### src/rtl/r4_butterfly_stream.sv
// r4_butterfly_stream: pipelined radix-4 DFT butterfly with streaming output.
// One block of four complex samples is accepted over a valid/ready handshake,
// all four outputs are computed and buffered on accept, then X0..X3 stream
// out one per cycle with full backpressure.
//
// Build option: define R4B_ROUND_EN to make the /4 scaling round half toward
// +inf instead of flooring.
//
// state | meaning
// ------+-------------------------------------------------------------
// IDLE  | buffer empty, waiting for an input block (in_ready=1)
// EMIT  | presenting buffer[out_idx]; a new block may be accepted on
//       | the same cycle the final output (idx 3) is handed off

module r4_butterfly_stream #(
    parameter  int DW = 8,
    localparam int OW = DW + 2
) (
    input  logic                 CLK,
    input  logic                 RST,
    input  logic                 in_valid,
    output logic                 in_ready,
    input  logic signed [DW-1:0] xr0,
    input  logic signed [DW-1:0] xr1,
    input  logic signed [DW-1:0] xr2,
    input  logic signed [DW-1:0] xr3,
    input  logic signed [DW-1:0] xi0,
    input  logic signed [DW-1:0] xi1,
    input  logic signed [DW-1:0] xi2,
    input  logic signed [DW-1:0] xi3,
    input  logic                 inv,
    input  logic                 scale,
    output logic                 out_valid,
    input  logic                 out_ready,
    output logic signed [OW-1:0] Xro,
    output logic signed [OW-1:0] Xio,
    output logic [1:0]           out_idx,
    output logic                 out_last
);

    localparam int IW = DW + 3;

    typedef enum logic {IDLE = 1'b0, EMIT = 1'b1} state_t;

    state_t              state_q, state_d;
    logic                rdy_en_q;
    logic [1:0]          idx_q, idx_d, nidx;
    logic signed [OW-1:0] xro_q, xro_d, xio_q, xio_d;
    logic signed [OW-1:0] buf_r_q [4];
    logic signed [OW-1:0] buf_r_d [4];
    logic signed [OW-1:0] buf_i_q [4];
    logic signed [OW-1:0] buf_i_d [4];
    logic signed [OW-1:0] new_r [4];
    logic signed [OW-1:0] new_i [4];

    logic signed [IW-1:0] ar, br, cr, dr, ai, bi, ci, di;
    logic signed [IW-1:0] s0r, s0i, s2r, s2i, f1r, f1i, f3r, f3i;
    logic accept, hs;

    // Scaling: the unscaled result always fits OW; the /4 result fits DW+1
    // and is sign-extended. Rounding adds half an LSB before the shift.
    function automatic logic signed [OW-1:0] scl(input logic signed [IW-1:0] r,
                                                 input logic s);
        logic signed [IW-1:0] t;
`ifdef R4B_ROUND_EN
        t = r + IW'(2);
`else
        t = r;
`endif
        return s ? OW'(t >>> 2) : OW'(r);
    endfunction

    assign ar = {{3{xr0[DW-1]}}, xr0};
    assign br = {{3{xr1[DW-1]}}, xr1};
    assign cr = {{3{xr2[DW-1]}}, xr2};
    assign dr = {{3{xr3[DW-1]}}, xr3};
    assign ai = {{3{xi0[DW-1]}}, xi0};
    assign bi = {{3{xi1[DW-1]}}, xi1};
    assign ci = {{3{xi2[DW-1]}}, xi2};
    assign di = {{3{xi3[DW-1]}}, xi3};

    assign out_valid = (state_q == EMIT);
    assign out_idx   = idx_q;
    assign out_last  = out_valid && (idx_q == 2'd3);
    assign Xro       = xro_q;
    assign Xio       = xio_q;
    assign in_ready  = rdy_en_q && ((state_q == IDLE) || ((idx_q == 2'd3) && out_ready));
    assign accept    = in_valid && in_ready;
    assign hs        = out_valid && out_ready;
    assign nidx      = idx_q + 2'd1;

    // Butterfly arithmetic on the live inputs; inverse swaps X1 and X3.
    always_comb begin
        s0r = ar + br + cr + dr;
        s0i = ai + bi + ci + di;
        s2r = ar - br + cr - dr;
        s2i = ai - bi + ci - di;
        f1r = ar + bi - cr - di;
        f1i = ai - br - ci + dr;
        f3r = ar - bi - cr + di;
        f3i = ai + br - ci - dr;
        new_r[0] = scl(s0r, scale);
        new_i[0] = scl(s0i, scale);
        new_r[2] = scl(s2r, scale);
        new_i[2] = scl(s2i, scale);
        new_r[1] = scl(inv ? f3r : f1r, scale);
        new_i[1] = scl(inv ? f3i : f1i, scale);
        new_r[3] = scl(inv ? f1r : f3r, scale);
        new_i[3] = scl(inv ? f1i : f3i, scale);
    end

    // Next-state: accept has priority so a block arriving on the last
    // handshake reloads the buffer without a bubble.
    always_comb begin
        state_d = state_q;
        idx_d   = idx_q;
        xro_d   = xro_q;
        xio_d   = xio_q;
        buf_r_d = buf_r_q;
        buf_i_d = buf_i_q;
        if (accept) begin
            buf_r_d = new_r;
            buf_i_d = new_i;
            xro_d   = new_r[0];
            xio_d   = new_i[0];
            idx_d   = 2'd0;
            state_d = EMIT;
        end else if (hs) begin
            if (idx_q == 2'd3) begin
                idx_d   = 2'd0;
                state_d = IDLE;
            end else begin
                idx_d = nidx;
                xro_d = buf_r_q[nidx];
                xio_d = buf_i_q[nidx];
            end
        end
    end

    // State and output registers; in_ready is held low for the reset cycle.
    always_ff @(posedge CLK) begin
        if (RST) begin
            state_q  <= IDLE;
            rdy_en_q <= 1'b0;
            idx_q    <= 2'd0;
            xro_q    <= '0;
            xio_q    <= '0;
            buf_r_q  <= '{default: '0};
            buf_i_q  <= '{default: '0};
        end else begin
            state_q  <= state_d;
            rdy_en_q <= 1'b1;
            idx_q    <= idx_d;
            xro_q    <= xro_d;
            xio_q    <= xio_d;
            buf_r_q  <= buf_r_d;
            buf_i_q  <= buf_i_d;
        end
    end

endmodule

### config.mk
export PLATFORM = sky130hd
export DESIGN_NAME = r4_butterfly_stream
export DESIGN_NICKNAME = d
export VERILOG_FILES = /design/src/rtl/r4_butterfly_stream.sv
export SDC_FILE = /design/constraint.sdc
export NUM_CORES = 1
export LEC_CHECK = 0
export BUFFER_PORTS_ARGS = -buffer_cell sky130_fd_sc_hd__buf_2
export CAP_MARGIN = 25
export CELL_PAD_IN_SITES_DETAIL_PLACEMENT = 1
export CELL_PAD_IN_SITES_GLOBAL_PLACEMENT = 2
export CORE_ASPECT_RATIO = 0.8
export CORE_UTILIZATION = 42
export CTS_BUF_LIST = sky130_fd_sc_hd__clkbuf_2
export DETAILED_ROUTE_END_ITERATION = 16
export HOLD_SLACK_MARGIN = 0.1
export PLACE_DENSITY = 0.95
export SLEW_MARGIN = 25
export SYNTH_ARGS = -nofsm -noshare
export SYNTH_HDL_FRONTEND = slang
export SYNTH_SLANG_ARGS = --single-unit
### constraint.sdc
create_clock -name CLK -period 8.5 [get_ports CLK]
set_input_delay 0 -clock CLK [delete_from_list [all_inputs] [get_ports CLK]]
set_output_delay 0 -clock CLK [all_outputs]
set_load 0.02 [all_outputs]
==> results of run 1 <==
## logic make-up after synthesis
kind of cell,after synthesis,synth area share
and+or+nand+nor,370,0.1416
AOI/OAI and AO/OA,305,0.1694
buffers and inverters,276,0.08739
adders and majority gates,223,0.3207
DFF,104,0.1752
muxes,52,0.06812
xor gates and xnor gates,51,0.03759
## report_power, final
group	leakage [nW]	internal, mW	switching [mW]
Clock	0.0499	0.0372	0.176
Sequential	0.853	0.552	0.0380
Combinational	5.02	0.772	1.29
Total	5.92	1.36	1.51
## layout make-up
class | instances | area, sq um
Tap cell | 364 | 455.4
Timing Repair Buffer | 117 | 668.1
Fill cell | 3351 | 14670
Multi-Input combinational cell | 1001 | 8770
Clock inverter | 7 | 48.80
Inverter | 220 | 825.8
Clock buffer | 9 | 45.04
Sequential cell | 104 | 2082
## registers in the layout, summed over array words and instances (netlist names)
name,count
rdy_en_q,1
buf_r_q,40
out_valid,1
out_idx,2
Xro,10
Xio,10
buf_i_q,40
## layer usage
| metal | global-route usage | vias up |
|---|---|---|
| met5 | 0 | - |
| met3 | 0.03386 | 57 |
| met1 | 0.3712 | 5239 |
| met2 | 0.4640 | 256 |
| met4 | 0.09025 | 0 |
| li1 | - | 4795 |
## worst max path at each step
stage / endpoint / startpoint / slack (ns) / cells past startpoint
floorplan: buf_r_q[8]$_SDFFE_PP0P_ / xr2[0] / 5.21 / 15
global placement: Xio[7]$_SDFFE_PP0P_ / xi0[1] / 4.56 / 14
detailed placement: Xio[7]$_SDFFE_PP0P_ / xi0[1] / 4.41 / 14
CTS: Xio[7]$_SDFFE_PP0P_ / xi0[1] / 4.59 / 15
global route: Xio[7]$_SDFFE_PP0P_ / xi0[1] / 4.38 / 15
finish: Xio[7]$_SDFFE_PP0P_ / xi0[1] / 4.47 / 15
## per-stage QoR
stage / hold WS (ns) / instances
2_1_floorplan: 0.1639 / 1381
3_3_place_gp: 0.3005 / 1796
3_5_place_dp: 0.3145 / 1796
4_1_cts: 0.1518 / 1822
5_1_grt: 0.1441 / 1822
6_report: 0.1837 / 1822
## worst max-delay path, cell delays in order
cell,delay [ns]
dlygate4sd3_1,0.55
buf_2,0.14
inv_1,0.27
fa_1,0.47
fa_1,0.49
inv_1,0.04
ha_1,0.21
fa_1,0.46
a21o_1,0.24
a221oi_1,0.66
o21bai_1,0.11
a21oi_1,0.20
xor2_1,0.27
nor2_1,0.09
or3_1,0.36
## what timing repair did
action / CTS / global route
hold endpoints to repair: 71 / 0
gates resized for setup: 0 / 0
hold buffers: 10 / 0
## cells in the mapped netlist, types with 12 or more instances
library cell	n	area, sq um
inv_1	219	822.0
o21ai_0	50	250.2
a21oi_1	94	470.5
nor2_1	117	439.2
a21o_1	14	105.1
buf_1	12	45.04
nand2_1	101	379.1
xnor2_1	31	271.5
clkbuf_1	42	157.7
ha_1	87	1089
dfxtp_1	104	2082
nor3_1	41	205.2
xor2_1	20	175.2
fa_1	136	2723
o21a_1	20	150.1
mux2i_1	25	250.2
a211oi_1	19	142.6
nor2b_1	16	100.1
nand3_1	39	195.2
or3_1	17	106.4
mux4_2	22	495.5
==> impl_results.md, run 1 <==
* Post-synthesis sequential area ratio at 0.1752
* TritonRoute pass-1 iters at 5
* Headroom to the max-slew limit at 0.3718
* N_diodes at 0
* CTS buffer count at 9
* Vias at 10347
* Num Clock Sinks at 104
* Maximum vdd ir drop at 0.00008720 V
* Hold EP: out_idx[1]$_SDFFE_PP0P_
* Via-to-Cell Ratio at 5.679
* DIE HEIGHT at 152.5 um
* Layout cells sized above 1 at 0.1111
* Worst Reg-to-Reg Cells at 9
* Site Rows at 54
* Crit path arrival time at 4.58 ns
* Worst path required time at 9.05 ns
* Root Buffer: clkbuf_2
* PnR worst setup slack at 4.469 ns
* DRT iter0 DRCs at 721
* Clock buffer depth at 2
* DRC viols at 0
* Max Cap Viol at 0
* Final #Nets at 1746
* Setup violators final at 0
* Clock tree from TritonCTS: built
* Reg2Reg Setup Slack at 5.70 ns
* Wl on met1 at 17110 um
* Reg-to-Reg End: buf_i_q[18]$_SDFFE_PP0P_
* GRT Total Usage at 0.2777
* R2r startpoint: out_idx[1]$_SDFFE_PP0P_
* GPL Wtd Cong at 0.9021
* DR WL/cell at 21.26 um
* Final max-slew violation count at 0
* WL final at 38740 um
* Die Width at 190.1 um
* Synth unique cells at 70
* Vias in the first global route at 11156
* Status: finished, final reports clean
* Area Growth Syn to Fin at 8.507%
* Synthesized area per cell at 8.605 sq um
* Tmin final at 4.031 ns
* Most frequent cells in the layout: 219 x inv_1, 136 x fa_1, 117 x nor2_1
* Worst setup SP type: input pin
* Core area at 27570 sq um
* Leak at 5.918 nW
* YS warnings at 0
* Total design power at 2.869 mW
* RSZ-0062 raised after global routing: false
* Asr flop ratio synth at 0
* Largest net degree at the start of global routing at 77
* Io pins at 95
* Setup Skew at 0.03394 ns
* Die Area at 28980 sq um
* Main flop type after synthesis: dfxtp_1
* Clock Latency Late Sink at 0.64 ns
* Post-route ant nets at 0
* Clock transition at path regs at 0.27 ns
* Starting Density at 0.4311
* Setup WS pre-CTS at 4.414 ns
* Maximum clock rate at 248.1 MHz
* Worst Min Path Start: out_ready
* Crit end category: register
* Hold/Removal Path Class: in2reg
* CP Max Fanout at 4
* Highest routed layer: met4
* Htree depth at 3
* Fin util at 0.4678
* Worst hold stages at 4
* Initial antenna violation count at 0
* Worst-Margin Slew at 0.9302 ns
* DP Area at 12700 sq um
* Met2 wire len at 18680 um
* Design area at 12890 sq um
* Cells after synthesis at 1381
* # Post-CTS Setup Buffers at 0
* Post-synth EDFFs at 0
* Tcrit/Tclk final at 0.4743
* Mapped cell area at 11880 sq um
* WL met3 at 1710 um
* TNS Setup at 0 ns
* Flops & latches, synth at 104
* Syn nets at 1674
* Commonest non-fill, non-tap cell in the layout: inv_1
* Total gr overflow at 0
* Final Hold Viols at 0
* Pwr Density at 222.5 nW/um^2
* PortBufs at 94
* Crit Path Category: in2reg
* Global-route wire length before repair at 61670 um
* HPWL after detailed placement at 32280 um
No activity file was read; power rests on OpenSTA's default activity.
==> run 2, diff against run 1 <==
--- a/config.mk
+++ b/config.mk
@@ -10,11 +10,11 @@
 export CELL_PAD_IN_SITES_DETAIL_PLACEMENT = 1
 export CELL_PAD_IN_SITES_GLOBAL_PLACEMENT = 2
 export CORE_ASPECT_RATIO = 0.8
-export CORE_UTILIZATION = 42
+export CORE_UTILIZATION = 39
 export CTS_BUF_LIST = sky130_fd_sc_hd__clkbuf_2
 export DETAILED_ROUTE_END_ITERATION = 16
 export HOLD_SLACK_MARGIN = 0.1
-export PLACE_DENSITY = 0.95
+export PLACE_DENSITY = 0.94
 export SLEW_MARGIN = 25
 export SYNTH_ARGS = -nofsm -noshare
 export SYNTH_HDL_FRONTEND = slang
==> constraint.sdc (replaced) <==
create_clock -name CLK -period 4.1 [get_ports CLK]
set_input_delay 0 -clock CLK [delete_from_list [all_inputs] [get_ports CLK]]
set_output_delay 0 -clock CLK [all_outputs]
set_load 0.02 [all_outputs]
==> run 2 against run 1 <==
Against the previous run:
- critical endpoint is now buf_r_q[28]$_SDFFE_PP0P_
- die area is 7.6% higher
- highest routed layer unchanged
- sequential power is 110% higher
- largest power group unchanged
- largest cell class unchanged
- non-clock buffer count is 10 higher
- design area is 1.3% higher
==> impl_results.md, run 2 (synthesis results as in run 1) <==
* Clock Latency Late Sink at 0.63 ns
* Biggest regs: buf_i_q (40), buf_r_q (40)
* Headroom to the max-slew limit at 0.3392
* PortBufs at 94
* TritonRoute pass-1 iters at 5
* Max Cap Viol at 0
* Most frequent cells in the layout: 217 x inv_1, 136 x fa_1, 117 x nor2_1
* Site Rows at 56
* Starting Density at 0.4010
* Final Hold Viols at 0
* Via-to-Cell Ratio at 5.523
* Status: finished, final reports clean
* Worst setup SP type: input pin
* Die Width at 197.2 um
* Io pins at 95
* Crit Path Category: in2reg
* Clock tree from TritonCTS: built
* TNS Setup at 0 ns
* RSZ-0062 raised after global routing: false
* Maximum vdd ir drop at 0.0001576 V
* Global-route wire length before repair at 61490 um
* WL final at 38870 um
* Tcrit/Tclk final at 0.9027
* Setup violators final at 0
* Filler cells at 3579
* Worst-Margin Slew at 0.9852 ns
* Largest net degree at the start of global routing at 70
* Met1 Resource Use GR at 0.3519
* Initial antenna violation count at 1
* CP Max Fanout at 3
* Root Buffer: clkbuf_2
* Met2 GRT Util at 0.4284
* Die Area at 31180 sq um
* Num Clock Sinks at 104
* Pwr Density at 465.6 nW/um^2
* Htree depth at 3
* GRT Total Usage at 0.2597
* CTS buffer count at 9
* Vias in the first global route at 10920
* N_diodes at 0
* Commonest non-fill, non-tap cell in the layout: inv_1
* Layout cells sized above 1 at 0.1165
* Total gr overflow at 0
* Vias at 10351
* Post-route ant nets at 0
* GPL Wtd Cong at 0.9184
* # Post-CTS Setup Buffers at 0
* DRC viols at 0
* Hold/Removal Path Class: in2reg
* Tmin final at 3.701 ns
* Final #Nets at 1756
* Clock transition at path regs at 0.28 ns
* Maximum clock rate at 270.2 MHz
* DRT iter0 DRCs at 666
* Core area at 29640 sq um
* DIE HEIGHT at 158.1 um
* Total design power at 6.084 mW
* Clock buffer depth at 2
* DR WL/cell at 20.74 um
* Final max-slew violation count at 0
* Leak at 5.984 nW
* Met3 Use GR at 0.03707
* Crit end category: register
* Crit path arrival time at 4.26 ns
* GRT busiest layer: met2
* Area Growth Syn to Fin at 9.950%
* Worst path required time at 4.66 ns
* HPWL after detailed placement at 32490 um
* Setup Skew at 0.02206 ns
## run 2: changes by cell type in the layout (fill, tap and decap cells not counted), sizes merged
cell         before  now
inv             219  217
dlygate4sd3      10   11
bufinv            0    1
clkinv            4    6
clkinvlp          4    2
clkbuf            9   10
buf             107  116
## run 2: path summary, 6_finish.rpt
path	startpoint	endpoint	slack [ns]	cells after the start
setup / recovery	xi3[0]	buf_r_q[28]$_SDFFE_PP0P_	0.40	17
hold / removal	xr3[1]	buf_i_q[0]$_SDFFE_PP0P_	0.18	6
setup reg to reg	out_idx[1]$_SDFFE_PP0P_	buf_i_q[18]$_SDFFE_PP0P_	1.61	8
hold reg to reg	buf_r_q[10]$_SDFFE_PP0P_	buf_r_q[10]$_SDFFE_PP0P_	0.47	2
## run 2: layer usage
metal	wire length, um	part of all wire
met5	0	0
met4	1239	0.032
met3	1977	0.051
met2	18100	0.47
met1	17560	0.45
## run 2: final cells by class
class	instances	area (sq um)	share of cell area
timing repair buffer	127	770.7	0.05899
tap	406	508.0	0.03888
clock inverter	6	60.06	0.004596
inverter	220	825.8	0.06320
clock buffer	10	50.05	0.003830
multi-input combinational	1001	8770	0.6712
sequential	104	2082	0.1593
## run 2: what timing repair did
action | CTS | global route
hold buffers | 11 | 0
resized for setup | 0 | 0
hold endpoints to repair | 52 | 0
## run 2: worst max-delay path, stage by stage
cell,delay (ns)
dlygate4sd3_1,0.54
buf_2,0.13
inv_1,0.14
fa_1,0.44
inv_1,0.08
fa_1,0.41
inv_1,0.09
ha_1,0.22
inv_1,0.09
fa_1,0.46
nor2b_1,0.15
o21ai_1,0.11
a21o_1,0.25
a22o_1,0.26
mux2_4,0.32
or3_1,0.32
a211oi_1,0.24
## run 2: per-stage QoR
step / instance area, sq um / hold slack [ns] / setup slack (ns) / instances / utilization
floorplan: 11880 / 0.1639 / 0.8056 / 1381 / -
global placement: 12850 / 0.2953 / 0.3088 / 1847 / 0.4334
detailed placement: 12850 / 0.3069 / 0.3203 / 1847 / 0.4334
CTS: 13070 / 0.1487 / 0.4757 / 1874 / 0.4409
global route: 13070 / 0.1462 / 0.2924 / 1874 / 0.4409
finish: 13070 / 0.1807 / 0.3987 / 1874 / 0.4409
## run 2: report_power, final
| group | total (mW) | leakage [nW] | internal [mW] | switching [mW] |
|---|---|---|---|---|
| logic | 4.36 | 5.06 | 1.66 | 2.70 |
| clock network | 0.501 | 0.0677 | 0.139 | 0.362 |
| registers | 1.22 | 0.853 | 1.14 | 0.0798 |
| total | 6.08 | 5.98 | 2.95 | 3.14 |
==> run 3, diff against run 2 <==
==> constraint.sdc (replaced) <==
create_clock -name CLK -period 4.1 [get_ports CLK]
set_input_delay 0.41 -clock CLK [delete_from_list [all_inputs] [get_ports CLK]]
set_output_delay 0.41 -clock CLK [all_outputs]
set_load 0.02 [all_outputs]
==> run 3 against run 2 <==
Against the previous run:
- first-iteration DRC count is 0.45% lower
- total power is 3.9% higher
- via count is 1.3% higher
- non-clock buffer count is 26 higher
- routed wire length is 4.4% higher
- sequential power hardly changed
- critical path depth stayed put
- sequential share of layout area is 0.19 points lower
- design area is 1.2% higher
- cell count is 1.4% higher
- critical endpoint is now buf_i_q[8]$_SDFFE_PP0P_
- largest power group unchanged
==> impl_results.md, run 3 (synthesis results as in run 1) <==
* R2r startpoint: out_idx[1]$_SDFFE_PP0P_
* Vias at 10487
* Via-to-Cell Ratio at 5.519
* Pint at 3.084 mW
* Sw frac at 0.5120
* Slowest stage delay, CP at 0.50 ns
* Crit Path Category: in2reg
* Num Clock Sinks at 104
* Final Hold Viols at 0
* Clock buffer depth at 2
* DRT iter0 DRCs at 663
* Setup violators final at 0
* Final max-slew violation count at 0
* Starting Density at 0.4010
* Worst path required time at 4.61 ns
* Setup Skew at 0.06114 ns
* Maximum clock rate at 288.6 MHz
* CTS resizes at 0
* Biggest regs: buf_i_q (40), buf_r_q (40)
* Total gr overflow at 0
* Most frequent cells in the layout: 219 x inv_1, 136 x fa_1, 117 x nor2_1
* Core area at 29640 sq um
* Worst setup path start: xr3[0]
* Crit end category: register
* DP Area at 13090 sq um
* Tcrit/Tclk final at 0.8451
* # Post-CTS Setup Buffers at 0
* Die Width at 197.2 um
* Initial antenna violation count at 0
* Headroom to the max-slew limit at 0.4565
* PortBufs at 94
* DR WL/cell at 21.36 um
* DIE HEIGHT at 158.1 um
* RSZ-0062 raised after global routing: false
* Max Cap Viol at 0
* Worst-Margin Slew at 0.8152 ns
* Worst Reg-to-Reg Cells at 8
* Leak at 6.115 nW
* CP dominant cell by count: inv_1
* Clock Latency Late Sink at 0.66 ns
* Die Area at 31180 sq um
* Clock network fraction of design power at 0.084
* Largest net degree at the start of global routing at 62
* Total design power at 6.319 mW
* Layout cells sized above 1 at 0.1386
* Vias in the first global route at 11270
* Post-Layout Cell Count at 1900
* Root Buffer: clkbuf_2
* Worst setup SP type: input pin
* DRC viols at 0
* Final #Nets at 1782
* Clock transition at path regs at 0.28 ns
* Post-route ant nets at 0
* GRT Total Usage at 0.2704
* Placed Cells at 1883
* Io pins at 95
* Clock tree from TritonCTS: built
* Maximum vdd ir drop at 0.0001648 V
* Reg power frac at 0.194
* Area Growth Syn to Fin at 11.30%
* Hold/Removal Path Class: in2reg
* CTS buffer count at 9
* Worst Min Path Start: inv
* WL final at 40590 um
* Commonest non-fill, non-tap cell in the layout: inv_1
* Tmin final at 3.465 ns
* GPL Wtd Cong at 0.8982
* Status: finished, final reports clean
* Filler cells at 3618
* Cells along the critical path: buf_2, inv_1, fa_1, inv_1, fa_1, inv_1, ha_1, inv_1, fa_1, nor2b_1, o31a_1, o211ai_1, nor2b_1, xnor2_1, buf_4, mux2i_1, a311oi_1
* N_diodes at 0
* Pwr Density at 477.7 nW/um^2
* Design area at 13230 sq um
* HPWL after detailed placement at 33840 um
* Crit-path slowest cell: fa_1
* Crit path arrival time at 3.97 ns
* Htree depth at 3
* Hold slack at 0.1994 ns
* CP Max Fanout at 3
* Multi-input gate area at 8770 sq um
* Worst hold stages at 4
* Global-route wire length before repair at 63850 um
* Gate power share at 0.721
* Site Rows at 56
* TritonRoute pass-1 iters at 6
* Net Switching at 3.235 mW
* Register Area at 2082 sq um
-- run 3: worst paths after layout --
kind	end	slack (ns)
setup reg to reg	buf_i_q[18]$_SDFFE_PP0P_	1.43
setup / recovery	buf_i_q[8]$_SDFFE_PP0P_	0.64
hold reg to reg	buf_r_q[22]$_SDFFE_PP0P_	0.47
hold / removal	buf_i_q[27]$_SDFFE_PP0P_	0.20
-- run 3: critical path, delay by kind of cell --
family / cells / cell delay (ns)
adders and majority gates: 4 / 1.56
AOI/OAI and AO/OA: 3 / 0.67
buffers and inverters: 6 / 0.54
and+or+nand+nor: 2 / 0.35
muxes: 1 / 0.31
xor gates and xnor gates: 1 / 0.12
-- run 3: layout make-up --
type / count / share of cell area
well taps: 406 / 0.03841
repair buffers: 153 / 0.06925
clock buffers: 9 / 0.003406
flip-flops and latches: 104 / 0.1574
multi-input cells: 1001 / 0.6630
inverters: 220 / 0.06244
clock inverters: 7 / 0.006054
-- run 3: power groups by stage --
stage | combinational [mW] | clock [mW] | sequential (mW)
after detailed placement | 4.49 | 0 | 1.25
after CTS | 4.52 | 0.556 | 1.23
after floorplan | 2.81 | 0 | 1.25
final | 4.56 | 0.533 | 1.23
after global routing | 4.94 | 0.591 | 1.24
after global placement | 4.34 | 0 | 1.24
-- run 3: metrics by stage --
stage            util  TNS [ns]  setup WS, ns
2_1_floorplan       -         0        0.3957
3_3_place_gp   0.4417         0       0.03642
3_5_place_dp   0.4417  -0.09605      -0.03200
4_1_cts        0.4463         0        0.6861
5_1_grt        0.4463         0        0.4706
6_report       0.4463         0        0.6353
-- run 3: timing repair --
action,in CTS,in global routing
hold endpoints to repair,2,0
hold buffers,1,0
setup endpoints to repair,0,0
-- run 3: metal layers --
layer  wire length (um)  share of wire  track usage  vias to the layer above
met5                  0              0            0                        -
met4                996          0.025      0.06903                        0
met3               1812          0.045      0.03004                       39
met2              19640           0.48       0.4720                      268
met1              18140           0.45       0.3568                     5308
li1                   -              -            -                     4872
